## src/rtl/core_pkg.sv

```systemverilog
// Shared sequencer types and constants for the core control path.
package core_pkg;

    // Sequencer control states. Encodings above FAULT are unused.
    typedef enum logic [2:0] {
        FETCH   = 3'd0,
        DECODE  = 3'd1,
        EXECUTE = 3'd2,
        HALTED  = 3'd3,
        FAULT   = 3'd4
    } seq_state_t;

    // Canonical NOP (addi x0, x0, 0) held in the IR out of reset.
    localparam logic [31:0] NOP_INSN   = 32'h0000_0013;

    // Sequential PC stride.
    localparam int          INSN_BYTES = 4;

    // A redirect target is unusable unless it is word aligned.
    function automatic logic misaligned(input logic [1:0] addr_lo);
        return addr_lo != 2'b00;
    endfunction

endpackage

```

## src/rtl/fetch_watchdog.sv

```systemverilog
// Bounds instruction-fetch latency: counts consecutive un-acked FETCH
// cycles and flags the cycle in which the last allowed attempt is seen.
module fetch_watchdog #(
    parameter int ACK_TIMEOUT = 255
) (
    input  logic clock,
    input  logic reset,
    input  logic count_en,
    input  logic clear,
    output logic expired
);

    localparam int             CW   = $clog2(ACK_TIMEOUT + 1);
    // count holds the number of earlier un-acked cycles, so the request is
    // in its final allowed cycle once count reaches ACK_TIMEOUT-1.
    localparam logic [CW-1:0]  LAST = CW'(ACK_TIMEOUT - 1);

    logic [CW-1:0] count;

    // Counter clears on ack / leaving FETCH and saturates at the limit.
    always_ff @(posedge clock) begin
        if (reset || clear) begin
            count <= '0;
        end else if (count_en && (count != LAST)) begin
            count <= count + 1'b1;
        end
    end

    assign expired = (count == LAST);

endmodule

```

## src/rtl/insn_sequencer.sv

```systemverilog
// Multi-cycle FETCH/DECODE/EXECUTE sequencer. Owns PC and IR, runs the
// req/ack fetch handshake under a watchdog, and gates the regfile write
// strobe so each instruction writes exactly once.
module insn_sequencer
    import core_pkg::*;
#(
    parameter int              XLEN        = 32,
    parameter logic [XLEN-1:0] RESET_PC    = '0,
    parameter int              ACK_TIMEOUT = 255
) (
    input  logic            clock,
    input  logic            reset,
    output logic            insn_req,
    output logic [XLEN-1:0] insn_addr,
    input  logic            insn_ack,
    input  logic [XLEN-1:0] insn_rdata,
    output logic [XLEN-1:0] insn_reg,
    output logic [XLEN-1:0] pc,
    input  logic            exec_rd_enable_write,
    output logic            rd_write_strobe,
    input  logic            branch_taken,
    input  logic [XLEN-1:0] branch_target,
    input  logic            halt,
    output logic            halted,
    output logic            retire,
    output logic            fault
);

    seq_state_t      state;
    seq_state_t      state_nxt;
    logic [XLEN-1:0] pc_q;
    logic [XLEN-1:0] ir_q;
    logic [XLEN-1:0] pc_seq;

    logic in_fetch;
    logic in_exec;
    logic ack_hit;
    logic bad_target;
    logic commit;
    logic wd_expired;

    assign in_fetch   = (state == FETCH);
    assign in_exec    = (state == EXECUTE);
    // Ack only means something while a fetch is outstanding.
    assign ack_hit    = in_fetch & insn_ack;
    assign bad_target = branch_taken & misaligned(branch_target[1:0]);
    // The instruction completes unless its redirect is unusable.
    assign commit     = in_exec & ~bad_target;
    // Wraps naturally at all-ones.
    assign pc_seq     = pc_q + XLEN'(INSN_BYTES);

    fetch_watchdog #(
        .ACK_TIMEOUT (ACK_TIMEOUT)
    ) u_watchdog (
        .clock    (clock),
        .reset    (reset),
        .count_en (in_fetch & ~insn_ack),
        .clear    (~in_fetch | insn_ack),
        .expired  (wd_expired)
    );

    // Next-state selection; an ack in the watchdog's last cycle wins.
    always_comb begin
        state_nxt = state;
        case (state)
            FETCH: begin
                if (insn_ack) begin
                    state_nxt = DECODE;
                end else if (wd_expired) begin
                    state_nxt = FAULT;
                end
            end
            DECODE: begin
                state_nxt = EXECUTE;
            end
            EXECUTE: begin
                if (bad_target) begin
                    state_nxt = FAULT;
                end else if (halt) begin
                    state_nxt = HALTED;
                end else begin
                    state_nxt = FETCH;
                end
            end
            HALTED: begin
                if (!halt) begin
                    state_nxt = FETCH;
                end
            end
            FAULT: begin
                state_nxt = FAULT;
            end
            default: begin
                state_nxt = FAULT;
            end
        endcase
    end

    // State register; FAULT is left only through reset.
    always_ff @(posedge clock) begin
        if (reset) begin
            state <= FETCH;
        end else begin
            state <= state_nxt;
        end
    end

    // PC advances (or redirects) on the edge that ends a committed EXECUTE.
    always_ff @(posedge clock) begin
        if (reset) begin
            pc_q <= RESET_PC;
        end else if (commit) begin
            pc_q <= branch_taken ? branch_target : pc_seq;
        end
    end

    // IR captures fetched data only on a FETCH-state ack.
    always_ff @(posedge clock) begin
        if (reset) begin
            ir_q <= XLEN'(NOP_INSN);
        end else if (ack_hit) begin
            ir_q <= insn_rdata;
        end
    end

    // Strobes are decoded from state and gated by reset so nothing leaks
    // out during the reset cycle.
    assign insn_req        = in_fetch & ~reset;
    assign insn_addr       = pc_q;
    assign pc              = pc_q;
    assign insn_reg        = ir_q;
    assign retire          = commit & ~reset;
    assign rd_write_strobe = commit & exec_rd_enable_write & ~reset;
    assign halted          = (state == HALTED) & ~reset;
    assign fault           = (state == FAULT) & ~reset;

endmodule

```

## config.mk

```make
export PLATFORM = sky130hd
export DESIGN_NAME = insn_sequencer
export DESIGN_NICKNAME = d
export VERILOG_FILES = /design/src/rtl/core_pkg.sv /design/src/rtl/fetch_watchdog.sv /design/src/rtl/insn_sequencer.sv
export SDC_FILE = /design/constraint.sdc
export NUM_CORES = 1
export LEC_CHECK = 0
export BUFFER_PORTS_ARGS = -buffer_cell sky130_fd_sc_hd__buf_2
export CAP_MARGIN = 25
export CORE_UTILIZATION = 30
export CTS_CLUSTER_SIZE = 28
export DETAILED_ROUTE_END_ITERATION = 10
export HOLD_SLACK_MARGIN = 0.15
export SKIP_LAST_GASP = 1
export SYNTH_ARGS = -nofsm -noshare
export SYNTH_HDL_FRONTEND = slang
export SYNTH_SLANG_ARGS = --single-unit
```

## constraint.sdc

```tcl
create_clock -name clock -period 2.15 [get_ports clock]
set_input_delay 0.3225 -clock clock [delete_from_list [all_inputs] [get_ports clock]]
set_output_delay 0.3225 -clock clock [all_outputs]
set_load 0.03 [all_outputs]
```

Word level (Yosys, flattened, before mapping)

Cells that the tools add are included.

Bits in registers: 75
Input bits: 70
Output and inout bits: 101
Logic and storage cells: 41

Add/sub/neg operators: 2
Eq/ne operators: 8
Mux-type cells: 7
Bitwise operators: 15
Reduce and logical (&&, ||, !) cells: 5

Operator list:

| kind                                                   | number |
|---|---|
| adder 32 x 3 -> 32 bit (second input constant)         | 1 |
| 2-to-1 mux 32 bit                                      | 1 |
| 2-to-1 mux 3 bit                                       | 4 |
| one-hot mux 3 bit (4 select lines)                     | 1 |
| AND 1 bit                                              | 10 |
| adder 8 x 1 -> 8 bit (second input constant)           | 1 |
| equality test 8 bit (second input constant)            | 1 |
| inequality test 8 bit (second input constant)          | 1 |
| equality test 3 x 2 -> 1 bit (second input constant)   | 2 |
| inverter 1 bit                                         | 4 |
| equality test 3 x 1 -> 1 bit (second input constant)   | 1 |
| equality test 3 bit (second input constant)            | 1 |
| zero test 3 bit                                        | 1 |
| inequality test 3 x 2 -> 1 bit (second input constant) | 1 |
| 2-to-1 mux 2 bit                                       | 1 |
| inequality test 2 bit (second input constant)          | 1 |
| AND reduction 2 bit                                    | 1 |
| nonzero test 2 bit                                     | 1 |
| logical AND 1 bit                                      | 1 |
| logical OR 1 bit                                       | 1 |
| OR 1 bit                                               | 1 |

Depth between registers and ports, before layout

Word-level depth: 6
Depth in mapped cells: 7
Gate-level depth less buffers: 6

Hierarchy

Synthesis repeated with hierarchy kept, for this count alone.

Cell total of the unflattened synthesis: 521
Area total of the unflattened synthesis: 4,098.9 um2

Modules (own cells, without submodules):

| module         | times used | cells each | area an instance (um2) | seq. area each (um2) |
|---|---|---|---|---|
| insn_sequencer | 1          | 471        | 3,667.3                | 1,341.3 |
| fetch_watchdog | 1          | 50         | 431.7                  | 160.2 |

Worst setup path before layout

OpenSTA, ideal clock, no wires.

Path type: reg-to-reg
Start point: reg pc_q[2], in the netlist insn_addr[2]
End point: reg pc_q[22], in the netlist insn_addr[22]
Library setup time: 0.074 ns
Arrival time: 2.313 ns
Data required time: 2.076 ns
Setup slack: -0.238 ns
Stages on the path, launching flop included: 7
Buffers on the path: 0
Clock period less this slack: 2.388 ns
Cells stage by stage: dfxtp_1 > ha_1 > nand3_1 > nor4_4 > nand2_1 > or4_1 > a31oi_1

Word-level cells in the longest chain between the ends: 2

Ends and longest elaborated chain:

| what                     | RTL line              | RTL |
|---|---|---|
| start: declaration       | insn_sequencer.sv:31  | `logic [XLEN-1:0] pc_q;` |
| start signal: assignment | insn_sequencer.sv:113 | `pc_q <= branch_taken ? branch_target : pc_seq;` |
| adder 32 x 3 -> 32 bit   | insn_sequencer.sv:50  | `assign pc_seq = pc_q + XLEN'(INSN_BYTES);` |
| 2-to-1 mux 32 bit        | insn_sequencer.sv:113 |  |

No other way between the ends.
A chain may end at the register's enable or synchronous reset.

Final worst setup path

Start point: reg pc_q[10], in the netlist insn_addr[10]
End point: reg pc_q[21], in the netlist insn_addr[21]

Same word-level chain as after synthesis.

==> Implementation_results.wiki <==
{| class="wikitable"
! Metric !! Value
|-
| Vias per cell || 4.96
|-
| Seq. cell area || 0.00152 mm^2
|-
| Async set or reset register ratio after synthesis || 0
|-
| Antenna cell count || 0
|-
| Number of global-route vias before repair || 3818
|-
| Most used flip-flop cell after synthesis || sky130_fd_sc_hd__dfxtp_1
|-
| Number of nets produced by synthesis || 581
|-
| Crit path cell chain || nand4_1 -> or4_4 -> or3_4 -> or3_1 -> a31oi_1
|-
| Global-route wire length before repair || 18.8 mm
|-
| Number of fill cells || 1332
|-
| Number of enable-type register cells in the synthesized netlist || 0
|-
| Final min period || 2.06 ns
|-
| Kind of end point of the critical path || flop
|-
| DR WL/cell || 14.3 um
|-
| Normalized max-slew margin || 0.670
|-
| Number of standard cells after synthesis || 508
|-
| Number of placed I/O pins || 171
|-
| Largest net degree at the start of global routing || 42
|-
| Total wirelength of the detailed-routed design || 12.0 mm
|-
| WS Path Type || reg2reg
|-
| Actual slew at the worst max-slew pin || 0.491 ns
|-
| Count of buffer and inverter cells on the critical path || 0
|-
| F_max || 0.486 GHz
|-
| Yosys warns || 0
|-
| Library cell contributing the largest single delay on the critical path || sky130_fd_sc_hd__or4_4
|-
| Kind of start point of the critical path || flop
|-
| Number of buffers created by CTS || 9
|-
| Remaining global-route overflow || 0
|-
| Sequential fraction of the synthesis area || 0.379
|-
| Final worst path period share || 0.956
|-
| Crit path max-delay family || simple AND/OR/NAND/NOR gates
|-
| Later-pin clock latency in the skew report || 0.34 ns
|-
| Clock sink count || 75
|-
| Final Hold Viols || 0
|-
| Worst min-delay path class || in2reg
|-
| Number of remaining DRC errors || 0
|-
| Standard cell core area || 0.0128 mm^2
|-
| FF+latch count, synth || 75
|-
| Clk slew on worst S/H paths || 0.06 ns
|-
| Area occupied by multi-input gates || 0.00205 mm^2
|-
| Detail Placement HPWL || 8.81 mm
|-
| Post-synthesis instance area || 0.00397 mm^2
|-
| Starting density of the core || 0.310
|-
| Top area cells in the synthesized netlist || sky130_fd_sc_hd__dfxtp_1 38%, sky130_fd_sc_hd__nand2_1 9.2%, sky130_fd_sc_hd__buf_4 6.1%
|-
| Remaining number of nets flagged by the antenna check after routing || 0
|-
| Count of distinct cell types in the synthesized netlist || 56
|-
| Data arrival time of the critical path || 2.33 ns
|-
| Fin Clk Skew || 0.00532 ns
|-
| Clock tree buffer depth || 2
|-
| Ratio of cells with drive above 1 in the final layout || 0.370
|-
| RePlAce Congestion || 0.905
|-
| Via Count || 4151
|-
| Max-cap viol count || 0
|-
| H-tree depth || 3
|-
| Violation count after the first detailed-routing iteration || 298
|-
| Ranking of synthesized cells by instance count || 97 x sky130_fd_sc_hd__nand2_1, 75 x sky130_fd_sc_hd__dfxtp_1, 46 x sky130_fd_sc_hd__a21oi_1, 32 x sky130_fd_sc_hd__buf_4, 32 x sky130_fd_sc_hd__nor2_1
|-
| Dpl cell area || 0.00491 mm^2
|-
| Placement Rows || 41
|-
| Overall Global Routing Usage || 0.180
|-
| Result of the run || finished, final reports clean
|-
| Final Slew Violations || 0
|-
| Worst-path fanout max || 7
|-
| CTS tree || yes
|-
| Sum of negative setup slack || 0 ns
|-
| Power density over the cells || 680 mW/mm^2
|-
| Design Area, Final || 0.00522 mm^2
|-
| P&R area growth vs syn || 31.7%
|-
| Final setup violation count || 0
|-
| CTS Root Buffer Type || sky130_fd_sc_hd__clkbuf_16
|-
| Share of the synthesized area in the top cell type || 0.379
|-
| Biggest area consumer among synthesized cells || sky130_fd_sc_hd__dfxtp_1
|-
| Static leakage power || 2.33 nW
|-
| Setup repair after global routing missed its margin || yes
|-
| Final worst hold slack || 0.194 ns
|-
| Most numerous cell in the Yosys netlist || sky130_fd_sc_hd__nand2_1
|-
| Hold bufs inserted after CTS || 0
|-
| Worst endpoint required time || 2.42 ns
|-
| Peak supply drop || 469 uV
|-
| Initial antenna violation count || 0
|-
| IO buf count || 170
|-
| Slowest cell delay on critical path || 0.61 ns
|-
| Vertical die dimension || 117 um
|-
| Post-layout net count || 734
|-
| Die width || 117 um
|-
| DR pass1 iterations || 4
|-
| Avg Synthesized Cell Area || 7.81 um^2
|-
| Die ar. || 0.0137 mm^2
|}
## kinds of logic (layout without fill, tap and decap cells)
logic type | count (synthesis) | in the layout | share of synthesized area
compound gates | 108 | 108 | 0.165
xor+xnor | 7 | 7 | 0.0155
fa+ha+maj | 3 | 3 | 0.00947
buf+inv | 72 | 229 | 0.109
flops | 75 | 75 | 0.379
mux | 9 | 9 | 0.0234
simple gates | 234 | 234 | 0.298
## layout make-up
cell class	count	area share
clock buffer	13	0.0517
clock inverter	2	0.00192
inverter	7	0.00503
multi-input combinational	361	0.393
sequential	75	0.291
tap	172	0.0412
timing repair buffer	207	0.216
## per-layer routing
layer / vias to the layer above / track usage / share of wire
met1: 1906 / 0.215 / 0.44
met3: 13 / 0.0541 / 0.073
met2: 158 / 0.303 / 0.47
met4: 0 / 0.0658 / 0.014
li1: 2074 / - / -
met5: - / 0 / 0
## path summary, 6_finish.rpt
check | slack [ns] | start | cells after the start | endpoint
worst min register to register | 0.45 | insn_reg[2] | 2 | insn_reg[2]
worst min-delay path | 0.19 | insn_rdata[4] | 3 | insn_reg[4]
worst max-delay path | 0.09 | insn_addr[10] | 5 | insn_addr[21]
worst max register to register | 0.09 | insn_addr[10] | 5 | insn_addr[21]
## per-stage QoR
step / setup WS [ns] / utilization / total power [mW] / cells
floorplan: -0.0580 / - / 1.93 / 508
global placement: 0.136 / 0.384 / 2.13 / 821
detailed placement: 0.0543 / 0.384 / 2.14 / 821
CTS: 0.0102 / 0.407 / 3.60 / 836
global route: 0.00312 / 0.409 / 3.71 / 837
finish: 0.0938 / 0.409 / 3.55 / 837
## power breakdown
| part | switching, mW | total, mW | internal [mW] |
|---|---|---|---|
| combinational | 0.403 | 0.613 | 0.210 |
| sequential | 0.0411 | 1.50 | 1.46 |
| clock | 0.578 | 1.44 | 0.866 |
| total | 1.02 | 3.55 | 2.53 |
## placed cells by master, fill, tap and decap left out, types with 8 or more instances in the layout
cell type                     n
sky130_fd_sc_hd__a21oi_1     46
sky130_fd_sc_hd__a22oi_1     10
sky130_fd_sc_hd__a31oi_1     15
sky130_fd_sc_hd__and3_1       8
sky130_fd_sc_hd__buf_2      170
sky130_fd_sc_hd__buf_4       37
sky130_fd_sc_hd__clkbuf_16    9
sky130_fd_sc_hd__dfxtp_1     66
sky130_fd_sc_hd__nand2_1     97
sky130_fd_sc_hd__nand3_1     21
sky130_fd_sc_hd__nand4_1     12
sky130_fd_sc_hd__nor2_1      31
sky130_fd_sc_hd__nor3_1       9
sky130_fd_sc_hd__o21ai_0     10
sky130_fd_sc_hd__or3_1        8
## worst reg2reg max path, stage by stage, from the launching register on
cell	delay, ns
sky130_fd_sc_hd__dfxtp_4	0.37
sky130_fd_sc_hd__nand4_1	0.17
sky130_fd_sc_hd__or4_4	0.61
sky130_fd_sc_hd__or3_4	0.40
sky130_fd_sc_hd__or3_1	0.32
sky130_fd_sc_hd__a31oi_1	0.13
## repair_timing
action	in CTS	in global routing
pin swaps	0	5
endpoints found under the setup margin	1	7
resized for setup	1	6
setup buffers	0	1
Note: power is estimated with default switching activity, not from simulation.
